## src/rtl/vx_csa_resolve_pkg.sv

```systemverilog
// rtl/vx_csa_resolve_pkg.sv - sizing helpers for the carry-save resolver
// Purpose: elaboration-time helpers that derive the segment count and the
//          segment counter width from W and CHUNK.
// Ports:   none (package)
package vx_csa_resolve_pkg;

   // Number of CHUNK-wide segments needed to cover W bits (ceiling division).
   // An illegal CHUNK yields 1 so elaboration reaches the range check in the top.
   function automatic int csa_nseg(input int w, input int chunk);
      if (chunk < 1) begin
         return 1;
      end
      return (w + chunk - 1) / chunk;
   endfunction

   // Segment counter width, never narrower than one bit.
   function automatic int csa_cnt_w(input int nseg);
      return (nseg > 1) ? $clog2(nseg) : 1;
   endfunction

endpackage

```

## src/rtl/vx_csa_resolve.sv

```systemverilog
// rtl/vx_csa_resolve.sv - multi-cycle resolver of a carry-save sum/carry pair
// Purpose: adds sum_in and carry_in CHUNK bits per cycle, rippling the carry
//          between segments in a register, and hands the W-bit result plus the
//          carry out of bit W-1 to a valid/ready consumer.
// Ports:
//   clk         single clock, rising edge
//   reset       synchronous, active-high
//   valid_in    operand pair present
//   ready_in    block can accept an operand pair
//   sum_in      sum vector of the carry-save pair (W bits)
//   carry_in    carry vector, already weight-aligned (W bits)
//   valid_out   result present (high exactly while DONE)
//   ready_out   downstream accepts the result
//   result_out  (sum_in + carry_in) mod 2^W
//   cout_out    bit W of the full-precision sum
module vx_csa_resolve
   import vx_csa_resolve_pkg::*;
#(
   parameter int W     = 16,
   parameter int CHUNK = 4
) (
   input  logic         clk,
   input  logic         reset,
   input  logic         valid_in,
   output logic         ready_in,
   input  logic [W-1:0] sum_in,
   input  logic [W-1:0] carry_in,
   output logic         valid_out,
   input  logic         ready_out,
   output logic [W-1:0] result_out,
   output logic         cout_out
);

   localparam int NSEG   = csa_nseg(W, CHUNK);
   localparam int CNT_W  = csa_cnt_w(NSEG);
   // Width of the final segment; 1..CHUNK when CHUNK is legal.
   localparam int LAST_W = W - (NSEG - 1) * CHUNK;
   localparam logic [CNT_W-1:0] LAST_SEG = CNT_W'(NSEG - 1);

   localparam logic [1:0] S_IDLE = 2'd0;
   localparam logic [1:0] S_BUSY = 2'd1;
   localparam logic [1:0] S_DONE = 2'd2;

   if (CHUNK < 1 || CHUNK > W) begin : g_bad_chunk
      $error("vx_csa_resolve: CHUNK must lie in 1..W");
   end

   logic [1:0]       state;
   logic [CNT_W-1:0] seg_cnt;
   logic             carry_q;
   logic [W-1:0]     sum_q;
   logic [W-1:0]     op_carry_q;
   logic [W-1:0]     result_q;
   logic             cout_q;

   logic [CHUNK-1:0] seg_a;
   logic [CHUNK-1:0] seg_b;
   logic [CHUNK:0]   seg_sum;
   logic             last_seg;
   logic             seg_cout;
   logic             accept;

   assign ready_in   = (state == S_IDLE) || ((state == S_DONE) && ready_out);
   assign valid_out  = (state == S_DONE);
   assign result_out = result_q;
   assign cout_out   = cout_q;
   assign accept     = valid_in && ready_in;

   // Gather segment seg_cnt of both operands. Bits past W in a narrow final
   // segment stay zero, so its carry-out lands at bit LAST_W of seg_sum.
   always_comb begin
      seg_a = '0;
      seg_b = '0;
      for (int i = 0; i < W; i++) begin
         if (int'(seg_cnt) == i / CHUNK) begin
            seg_a[i % CHUNK] = sum_q[i];
            seg_b[i % CHUNK] = op_carry_q[i];
         end
      end
   end

   assign seg_sum  = {1'b0, seg_a} + {1'b0, seg_b} + (CHUNK+1)'(carry_q);
   assign last_seg = (seg_cnt == LAST_SEG);
   assign seg_cout = last_seg ? seg_sum[LAST_W] : seg_sum[CHUNK];

   always_ff @(posedge clk) begin
      if (reset) begin
         state      <= S_IDLE;
         seg_cnt    <= '0;
         carry_q    <= 1'b0;
         sum_q      <= '0;
         op_carry_q <= '0;
         result_q   <= '0;
         cout_q     <= 1'b0;
      end else if (accept) begin
         // Covers both a fresh start from IDLE and a back-to-back start
         // on the DONE cycle whose result is being taken.
         sum_q      <= sum_in;
         op_carry_q <= carry_in;
         seg_cnt    <= '0;
         carry_q    <= 1'b0;
         state      <= S_BUSY;
      end else if (state == S_BUSY) begin
         for (int i = 0; i < W; i++) begin
            if (int'(seg_cnt) == i / CHUNK) begin
               result_q[i] <= seg_sum[i % CHUNK];
            end
         end
         carry_q <= seg_cout;
         if (last_seg) begin
            cout_q  <= seg_cout;
            seg_cnt <= '0;
            state   <= S_DONE;
         end else begin
            seg_cnt <= seg_cnt + 1'b1;
         end
      end else if ((state == S_DONE) && ready_out) begin
         state <= S_IDLE;
      end else if (state != S_IDLE && state != S_DONE) begin
         state <= S_IDLE;
      end
   end

endmodule

```

## config.mk

```make
export PLATFORM = sky130hd
export DESIGN_NAME = vx_csa_resolve
export DESIGN_NICKNAME = d
export VERILOG_FILES = /design/src/rtl/vx_csa_resolve_pkg.sv /design/src/rtl/vx_csa_resolve.sv
export SDC_FILE = /design/constraint.sdc
export NUM_CORES = 1
export LEC_CHECK = 0
export ABC_AREA = 1
export CORE_MARGIN = 2
export CORE_UTILIZATION = 50
export CTS_CLUSTER_SIZE = 30
export DETAILED_ROUTE_END_ITERATION = 12
export PLACE_DENSITY_LB_ADDON = 0.15
export SYNTH_ARGS = -nofsm -noshare
export SYNTH_HDL_FRONTEND = slang
export SYNTH_SLANG_ARGS = --single-unit
```

## constraint.sdc

```tcl
create_clock -name clk -period 3.1 [get_ports clk]
set_input_delay 0.775 -clock clk [delete_from_list [all_inputs] [get_ports clk]]
set_output_delay 0.775 -clock clk [all_outputs]
set_load 0.1 [all_outputs]
```

## Word-level counts from Yosys, hierarchy flattened

Index checks and enable logic that the tools add are counted.

- Flip-flop bits (word level): 54
- Input port bits: 36
- Output and inout port bits: 19

- Add/sub/neg operators: 3
- Equal/unequal tests: 9
- Mux-type cells: 38
- Bitwise operators: 1
- Reductions and logical operators: 17

Operator list:

| cell | count |
|---|---|
| two-way mux 1 bit | 33 |
| AND reduction 3 bit | 5 |
| two-way mux 2 bit | 5 |
| equality test 2 bit, second input constant | 4 |
| adder 4 x 4 -> 5 bit | 1 |
| adder 5 x 1 -> 5 bit | 1 |
| equality test 2 x 1 -> 1 bit, second input constant | 2 |
| zero test 2 bit | 2 |
| != test 2 bit, second input constant | 2 |
| AND reduction 2 bit | 2 |
| nonzero test 4 bit | 1 |
| logical AND 1 bit | 3 |
| != test 3 bit, second input constant | 1 |
| nonzero test 3 bit | 1 |
| adder 2 x 1 -> 2 bit, second input constant | 1 |
| nonzero test 2 bit | 1 |
| OR reduction 2 bit | 1 |
| logical OR 1 bit | 1 |
| inverter 1 bit | 1 |

## Logic depth before layout (Yosys ltp)

Gate-level depths: netlist of the first run.

- Depth after elaboration: 7
- Depth in mapped cells: 16
- Mapped depth without buffers: 16

## Worst setup path before layout of the first run

No wires, ideal clock.

- Kind: reg2out
- From: register state[1]
- To: output port valid_out
- Arrival: 1.684 ns
- Setup slack: 0.641 ns
- Stages on the path, launching flop included: 3
- Cells stage by stage: dfxtp_1 > inv_1 > nor2_1

- Word-level cells in the longest chain between the ends: 1

RTL lines:

| what | RTL line | source |
|---|---|---|
| from (decl) | vx_csa_resolve.sv:48 | `logic [1:0] state;` |
| from (signal assigned) | vx_csa_resolve.sv:88 | `state <= S_IDLE;` |
| from (signal assigned) | vx_csa_resolve.sv:102 | `state <= S_BUSY;` |
| from (signal assigned) | vx_csa_resolve.sv:113 | `state <= S_DONE;` |
| equality test 2 bit | vx_csa_resolve.sv:64 | `assign valid_out = (state == S_DONE);` |
| to (decl) | vx_csa_resolve.sv:28 | `output logic valid_out,` |

Every way passes these cells.

## Worst setup path after layout of the first run

- From: register seg_cnt[1]
- To: register result_q[2], in the netlist result_out[2]

- Word-level cells in the longest chain between the ends: 7
- Elaborated cells between the ends (all ways): 31
- Classes of those cells: 2 x add/sub; 3 x eq/ne; 24 x mux; 2 x reduce/logical

RTL lines:

| what | RTL line | source |
|---|---|---|
| from (decl) | vx_csa_resolve.sv:49 | `logic [CNT_W-1:0] seg_cnt;` |
| from (signal assigned) | vx_csa_resolve.sv:115 | `seg_cnt <= seg_cnt + 1'b1;` |
| zero test 2 bit | vx_csa_resolve.sv:75, vx_csa_resolve.sv:105 |  |
| two-way mux 1 bit (4 in a row) | vx_csa_resolve.sv:75 | `if (int'(seg_cnt) == i / CHUNK) begin` |
| adder 4 x 4 -> 5 bit | vx_csa_resolve.sv:82 | `assign seg_sum = {1'b0, seg_a} + {1'b0, seg_b} + (CHUNK+1)'(carry_q);` |
| adder 5 x 1 -> 5 bit | vx_csa_resolve.sv:82 |  |
| to (signal, indexed assignment) | vx_csa_resolve.sv:106 | `result_q[i] <= seg_sum[i % CHUNK];` |
| to (decl) | vx_csa_resolve.sv:53 | `logic [W-1:0] result_q;` |

Parallel ways exist; a longest one is shown, timed or not.
A chain may end at the register's enable or synchronous reset.

==> results of run 1 <==
-- cells in the final DEF, fill, tap and decap left out --
master / count
nand2_2: 1
nand2_4: 1
xor2_1: 1
fa_1: 2
nand3_1: 21
o211ai_1: 1
clkinv_2: 2
clkbuf_8: 5
nor2_4: 4
o21ai_0: 38
o22ai_1: 2
inv_2: 1
buf_12: 2
o21bai_1: 1
dfxtp_1: 54
nand2_1: 38
ha_1: 7
o21ai_1: 5
buf_4: 21
a21oi_1: 57
o21a_1: 4
inv_1: 42
nand3_2: 1
nor2_1: 24
bufinv_16: 1
clkdlybuf4s50_1: 35
-- state kept, by name (all words and copies together) (netlist names) --
name / count
seg_cnt: 2
op_carry_q: 16
state: 2
carry_q: 1
result_out: 16
sum_q: 16
cout_out: 1
-- per-stage QoR --
step           util (%)  setup WS [ns]
2_1_floorplan         -         0.6411
3_3_place_gp      63.15         0.5353
5_1_grt           65.47        0.08296
6_report          65.47         0.3920
4_1_cts           65.47         0.3894
3_5_place_dp      63.15         0.3991
-- metal layers --
metal / GRT usage (%) / vias to the layer above / wire length, um
met3: 5.350 / 13 / 321
li1: - / 1151 / -
met2: 34.13 / 60 / 2452
met4: 10.10 / 0 / 134
met5: 0 / - / 0
met1: 30.26 / 979 / 2633
-- how the worst min path moves through the flow --
stage                endpoint  cells past startpoint
6_report       op_carry_q[15]                      2
5_1_grt              sum_q[2]                      2
4_1_cts         op_carry_q[2]                      2
3_5_place_dp   op_carry_q[13]                      2
3_3_place_gp    op_carry_q[2]                      2
2_1_floorplan  op_carry_q[13]                      2
-- worst max-delay path, delay by kind of cell (launching register included) --
kind                       cells  cell delay, ns
buffers and inverters          3            0.39
AOI/OAI and AO/OA              1            0.16
xor gates and xnor gates       1            0.31
DFF                            1            0.39
adders and majority gates      3            0.84
and+or+nand+nor                6            0.56
-- report_power, final --
| group | internal, mW | total [mW] | switching, mW | leakage, nW |
|---|---|---|---|---|
| Sequential | 0.736 | 0.754 | 0.0187 | 0.443 |
| Clock | 0.238 | 0.471 | 0.233 | 0.0579 |
| Combinational | 0.122 | 0.331 | 0.210 | 0.811 |
-- area by class of cell --
class                   instances  area share (%)
clock buffers                   5           2.240
clock inverters                 3           1.303
inverters                      43           5.255
multi-input cells             208           35.97
flip-flops and latches         54           35.19
well taps                      54           2.200
repair buffers                 58           17.84
-- kinds of logic (layout without fill, tap and decap cells) --
family | Yosys count | after routing | synth area share (%)
AO/OA/AOI/OAI | 108 | 108 | 22.95
adder cells (fa/ha/maj) | 9 | 9 | 5.250
XOR/XNOR | 1 | 1 | 0.3603
AND/OR/NAND/NOR | 90 | 90 | 16.88
buffers and inverters | 58 | 109 | 10.09
flip-flops | 54 | 54 | 44.47
==> flow_summary.yaml, run 1 <==
floorplan:
  ioPinCount: 55
  coreArea_um2: 4692
  die_area_um2: 5436
  die_width_um: 73.73
  die_y_um: 73.73
  initial_core_util_pct: 51.81
  rows: 25
sta:
  holdWs_ns: 0.4586
  finalSetupTns_ns: 0
  min_period_ns: 2.708
  rsz0062_at_grt: "false"
  finalSetupViolations: 0
  slew_headroom_pct: 33.40
  finClkSkew_ns: 0.005974
  hold_viol_final: 0
  fmax_mhz: 369.3
  maxSlewViolCount: 0
  fin_crit_sh_pct: 87.35
  tightestPinTransition_ns: 0.9979
detailed_routing:
  drt_pass1_iterations: 4
  wl_mm: 5.542
  vias: 2203
  post-route-drc-count: 0
  wire_per_inst_um: 13.04
  routed_via_density: 5.184
  drtIter0Drc: 153
  ant_nets: 0
setup_path:
  r2r-start: "seg_cnt[1]"
  cp.required_ns: 3.35
  worstSetupPathType: "reg2reg"
  reg2reg_to: "result_out[2]"
  r2r_setup_slack_ns: 0.39
  max_stage_delay_ns: 0.39
  cp-endpoint: "result_out[2]"
  worstPathMaxFanout: 7
  critPathArrivalTime_ns: 2.96
  cp-start-kind: "flip-flop"
  path_cells: "inv_1, ha_1, inv_1, nand2_1, o22ai_1, nand2_1, nand2_1, nand2_1, fa_1, inv_1, fa_1, xor2_1, nor2_1, nor2_1"
  crit_path_end_kind: "flip-flop"
  startpoint: "seg_cnt[1]"
  crit_top_cell: "nand2_1"
  cpMaxStageDelayCell: "dfxtp_1"
  r2r_cells: 14
global_route:
  antenna_found_initial: 0
  grtUsageTotal_pct: 22.49
  grt_pass1_vias: 2041
  grt_max_degree: 41
  grt_pass1_wl_mm: 9.259
  grt-ovfl-total: 0
yosys:
  synthesis.nets: 365
  synth.most_common_cell: "a21oi_1"
  yosysSeqAreaShare_pct: 44.47
  synth_top_area_cell: "dfxtp_1"
  ys.warnings.count: 0
  syn_area_per_cell_um2: 7.597
  ys_types: 23
  synthTopCellsByCount: "a21oi_1 (57), dfxtp_1 (54), inv_1 (42), nand2_1 (38), o21ai_0 (38)"
  synthArstFlopShare_pct: 0
  synthCells: 320
  synth_top_cell_area_share_pct: 44.47
  synth_top_flop_cell: "dfxtp_1"
  netlist_area_um2: 2431
  synth_seq_cells: 54
  synth_edf_count: 0
  synthTopCellsByArea: "dfxtp_1 (44%), a21oi_1 (12%), o21ai_0 (7.8%), inv_1 (6.5%), nand2_1 (5.9%)"
layout:
  seqCellArea_um2: 1081
  drive_gt1_share_pct: 10.51
  nNetsFinal: 415
  final_area_um2: 3072
  stdcell_count: 425
  multiInputGateArea_um2: 1105
  synthToLayoutAreaGrowth_pct: 26.35
  fill_cells: 416
  insertedDiodeCount: 0
placed_design:
  dp.cells: 417
  place_hpwl_mm: 4.048
  placed_cell_area_um2: 2963
  globalplace.congestion: 0.8739
  io_buffers: 54
worst_hold_path:
  holdCritStartpoint: "op_carry_q[15]"
  hp-class: "reg2reg"
cts:
  cts_sinks: 54
  postCtsSetupBuffers: 0
  clkTransAtPathRegs_ns: 0.10
  cts_resized: 0
  clock_latency_ns: 0.31
  cts_tree: "built"
  htree_levels: 2
  clockRootBuffer: "clkbuf_8"
  cts_max_path_buffers: 2
  hold_buffers: 0
  cts-buffers-inserted: 5
power:
  p_per_area_nw_per_um2: 506.7
  p_total_mw: 1.556
  p_leak_nw: 1.312
  max-vdd-ir-drop_mv: 0.2779
flow_run:
  drv_cap: 0
status:
  status: "complete, no violations"
Note: power is estimated with default switching activity, not from simulation.
==> run 2, diff against run 1 <==
--- a/config.mk
+++ b/config.mk
@@ -6,8 +6,9 @@
 export NUM_CORES = 1
 export LEC_CHECK = 0
 export ABC_AREA = 1
+export CAP_MARGIN = 10
 export CORE_MARGIN = 2
-export CORE_UTILIZATION = 50
+export CORE_UTILIZATION = 54
 export CTS_CLUSTER_SIZE = 30
 export DETAILED_ROUTE_END_ITERATION = 12
 export PLACE_DENSITY_LB_ADDON = 0.15
==> constraint.sdc (replaced) <==
create_clock -name clk -period 3.35 [get_ports clk]
set_input_delay 0.8375 -clock clk [delete_from_list [all_inputs] [get_ports clk]]
set_output_delay 0.8375 -clock clk [all_outputs]
set_load 0.1 [all_outputs]
==> run 2 against run 1 <==
Against the previous run:
- setup slack better by 0.24 ns
- clock-buffer cell count unchanged
- sequential share of layout area is 0.26 points higher
- hold slack worse by 0.0047 ns
- critical path depth shrank 1
- routed wire length decreased by 5.3%
- largest power group unchanged
- die area down 7.0%
- critical endpoint is now result_out[1]
- sequential power is 7.4% lower
- core utilization rose by 4.6 points
- cell count decreased by 0.71%
- highest routed layer unchanged
- register-to-register slack better by 0.24 ns
==> flow_summary.yaml, run 2 (synthesis results as in run 1) <==
sta:
  slew_headroom_pct: 67.94
  setup_slack_ns: 0.6271
  rsz0062_at_grt: "false"
  tightestPinTransition_ns: 0.4809
  finalSetupViolations: 0
  hold_viol_final: 0
  fin_crit_sh_pct: 81.28
  maxSlewViolCount: 0
  finClkSkew_ns: 0.005411
  finalSetupTns_ns: 0
  min_period_ns: 2.723
  holdWs_ns: 0.4538
  fmax_mhz: 367.3
flow_run:
  drv_cap: 0
floorplan:
  coreArea_um2: 4354
  die_y_um: 71.10
  ioPinCount: 55
  initial_core_util_pct: 55.83
  rows: 24
  die_area_um2: 5055
  die_width_um: 71.10
layout:
  nNetsFinal: 414
  insertedDiodeCount: 0
  final_util_pct: 70.03
  synthToLayoutAreaGrowth_pct: 25.42
  mostFrequentLayoutCells: "a21oi_1 (57), dfxtp_1 (54), inv_1 (42), o21ai_0 (38), nand2_1 (38)"
  final_common_cell: "a21oi_1"
  drive_gt1_share_pct: 10.27
  final_area_um2: 3049
cts:
  cts_sinks: 54
  clkTransAtPathRegs_ns: 0.09
  cts_tree: "built"
  cts_resized: 0
  cts-buffers-inserted: 5
  postCtsSetupBuffers: 0
  clockRootBuffer: "clkbuf_8"
  clock_latency_ns: 0.31
  hold_buffers: 0
  htree_levels: 2
  cts_max_path_buffers: 2
detailed_routing:
  routed_via_density: 5.171
  ant_nets: 0
  vias: 2182
  drtIter0Drc: 104
  post-route-drc-count: 0
  wire_per_inst_um: 12.44
  wl_mm: 5.250
  drt_pass1_iterations: 4
setup_path:
  crit_path_end_kind: "flip-flop"
  cp-start-kind: "flip-flop"
  cp_num_buf_inv: 3
  r2r_cells: 13
  worstPathMaxFanout: 7
  critPathTopFamily: "adder cells"
  cpMaxStageDelayCell: "fa_1"
  crit_top_cell: "nand2_1"
  max_stage_delay_ns: 0.49
  critPathArrivalTime_ns: 2.93
  cp.required_ns: 3.56
  worstSetupPathType: "reg2reg"
  crit_cells: 13
  path_cells: "inv_1, ha_1, inv_1, nand2_1, o22ai_1, nand2_1, nand2_1, nand2_1, fa_1, inv_1, fa_1, nor2_1, nor2_1"
global_route:
  antenna_found_initial: 0
  grt-ovfl-total: 0
  grtUsageTotal_pct: 21.98
  grt_pass1_wl_mm: 8.921
  grt_max_degree: 57
  grt_pass1_vias: 1953
worst_hold_path:
  hp-class: "reg2reg"
  holdPathStages: 2
placed_design:
  place_hpwl_mm: 3.904
  globalplace.congestion: 0.9369
  place_ws_ns: 0.6566
  placed_cell_area_um2: 2940
  io_buffers: 54
status:
  status: "complete, no violations"
power:
  p_seq_share_pct: 48.9
  max-vdd-ir-drop_mv: 0.2538
  combPwrFrac_pct: 21.3
  p_leak_nw: 1.302
  p_int_mw: 1.010
  p_sw_mw: 0.4178
  p_sw_share_pct: 29.26
  p_clk_share_pct: 29.8
  p_per_area_nw_per_um2: 468.4
==> run 2: final timing paths <==
| check | slack [ns] | end | start |
|---|---|---|---|
| worst min register to register | 0.45 | op_carry_q[13] | op_carry_q[13] |
| worst min-delay path | 0.45 | op_carry_q[13] | op_carry_q[13] |
| worst max-delay path | 0.63 | result_out[1] | seg_cnt[1] |
| worst max register to register | 0.63 | result_out[1] | seg_cnt[1] |
==> run 2: layer usage <==
layer / share of wire, % / global-route usage (%) / vias up
met3: 4.6 / 5.556 / 8
met1: 46 / 29.17 / 977
met5: 0 / 0 / -
li1: - / - / 1146
met4: 1.7 / 7.128 / 0
met2: 47 / 35.20 / 51
==> run 2: power by group through the flow <==
stage	sequential (mW)	combinational [mW]	clock (mW)
4_1_cts	0.698	0.306	0.434
2_1_floorplan	0.758	0.162	0
6_report	0.698	0.304	0.426
3_5_place_dp	0.712	0.304	0
3_3_place_gp	0.711	0.300	0
5_1_grt	0.702	0.335	0.457
==> run 2: worst register-to-register path: cells and delay by family (launching register included) <==
family / cells / cell delay (ns)
fa+ha+maj: 3 / 1.13
simple gates: 6 / 0.59
flops: 1 / 0.39
buf+inv: 3 / 0.39
compound gates: 1 / 0.13
==> run 2: stage by stage <==
step                total power, mW  cells
detailed placement            1.017    414
finish                        1.428    422
global route                  1.493    422
floorplan                    0.9198    320
global placement              1.011    414
CTS                           1.438    422
==> run 2: layout make-up <==
type,instances,area (um^2)
Timing Repair Buffer,57,528.0
Fill cell,374,1305
Sequential cell,54,1081
Clock inverter,3,40.04
Inverter,43,161.4
Multi-Input combinational cell,208,1105
Tap cell,52,65.06
Clock buffer,5,68.82
==> RTL edit: new RTL, settings of run 1 <==
Change the parameter `CHUNK` from 4 to 2.
--- a/src/rtl/vx_csa_resolve.sv
+++ b/src/rtl/vx_csa_resolve.sv
@@ -17,7 +17,7 @@
    import vx_csa_resolve_pkg::*;
 #(
    parameter int W     = 16,
-   parameter int CHUNK = 4
+   parameter int CHUNK = 2
 ) (
    input  logic         clk,
    input  logic         reset,
Check against the original RTL: not equivalent (Yosys sat finds a counterexample within 4 cycles, from zero or initial values and one cycle with reset high).
==> RTL edit against run 1 <==
Synthesized area increased by 3.1%; power down 11%; setup slack worse by 0.23 ns; routed wire length rose by 4.5%; maximum frequency down 7.7%; final area up 2.3%; non-clock buffer count is 1 higher; sequential cell count is 1 higher; core utilization rose by 0.21 points; largest cell class unchanged; largest power group unchanged.
==> RTL edit: results (changes against run 1) <==
metric,value,unit,change
GR Util met3,3.21,%,-2.1 points
CP max stage delay,0.68,ns,+0.29 ns
ratio of cells with drive above 1 in the final layout,8.78,%,-1.7 points
number of global-route vias before repair,2100,,+2.9%
met1 Track Usage GR,30.5,%,+0.23 points
Initial DRC Count,110,,-28%
routed wl met2,2750,microns,+12%
Area contributors post-synth,"dfxtp_1 44%, nand2_1 10%, a21oi_1 10%",,
compound-cell area share of the yosys netlist,18.4,%,-4.5 points
Vias,2355,,+6.9%
Tmin final,2.93,ns,+0.226 ns
Final nets,453,,+9.2%
status,completed,,
Yosys cell types,18,,-22%
Final Non-Filler Cells,477,,+12%
largest family of logic cells by synthesized area,simple AND/OR/NAND/NOR gates,,
R2R setup slack,0.17,ns,-0.23 ns
Post-Synth XOR/XNOR Area,0,%,-0.36 points
crit-path max FO,8,,+1
routability congestion estimate,0.899,,+2.9%
Post-Route WL,5790,microns,+4.5%
adder-cell share of the synthesized area,4.59,%,-0.66 points
CP Capture Point,result_out[7]$_SDFFE_PP0P_,,
register area share after synthesis,43.9,%,-0.56 points
Hold Worst Slack,0.455,ns,-0.00378 ns
Worst Setup SP,seg_cnt[0]$_SDFFE_PP0P_,,
Post-DP Area,3060,sq um,+3.3%
Final Skew,0.00746,ns,+0.00149 ns
hold path start,op_carry_q[13]$_SDFFE_PP0P_,,
Post-Syn Area per Cell,6.97,sq um,-8.3%
Hold EP,op_carry_q[13]$_SDFFE_PP0P_,,
GRT Total Usage,22.1,%,-0.43 points
Met3 Routed Length,254,microns,-21%
routed length on met1,2720,microns,+3.2%
most frequent cell after synthesis,nand2_1,,
Tightest Pin Transition,0.674,ns,-0.324 ns
CP max-delay cell,fa_1,,
Placed Instances,469,,+12%
hpwl dp,4290,microns,+6.0%
Place WS,0.243,ns,-0.156 ns
GR Util met2,35.7,%,+1.6 points
-- RTL edit: changes by cell type in the layout (fill, tap and decap cells not counted), sizes merged, moves of 4 or more --
cell,before,now
nand2,40,72
nor2,28,37
inv,43,51
a21oi,57,51
nand3,22,28
o21a,4,0
o21ai,43,39
-- RTL edit: final cells by class --
cell class / count / area (sq um)
Clock buffer: 7 / 76.3
Clock inverter: 1 / 5.00
Fill cell: 445 / 1640
Inverter: 51 / 191
Multi-Input combinational cell: 237 / 1140
Sequential cell: 55 / 1100
Tap cell: 67 / 83.8
Timing Repair Buffer: 59 / 543
-- RTL edit: report_power, final --
group          internal (mW)  switching [mW]  leakage [nW]  total, mW
sequential             0.742          0.0157         0.450      0.758
combinational         0.0950           0.146         0.877      0.241
clock                  0.159           0.224        0.0422      0.383
total                  0.996           0.386          1.37       1.38
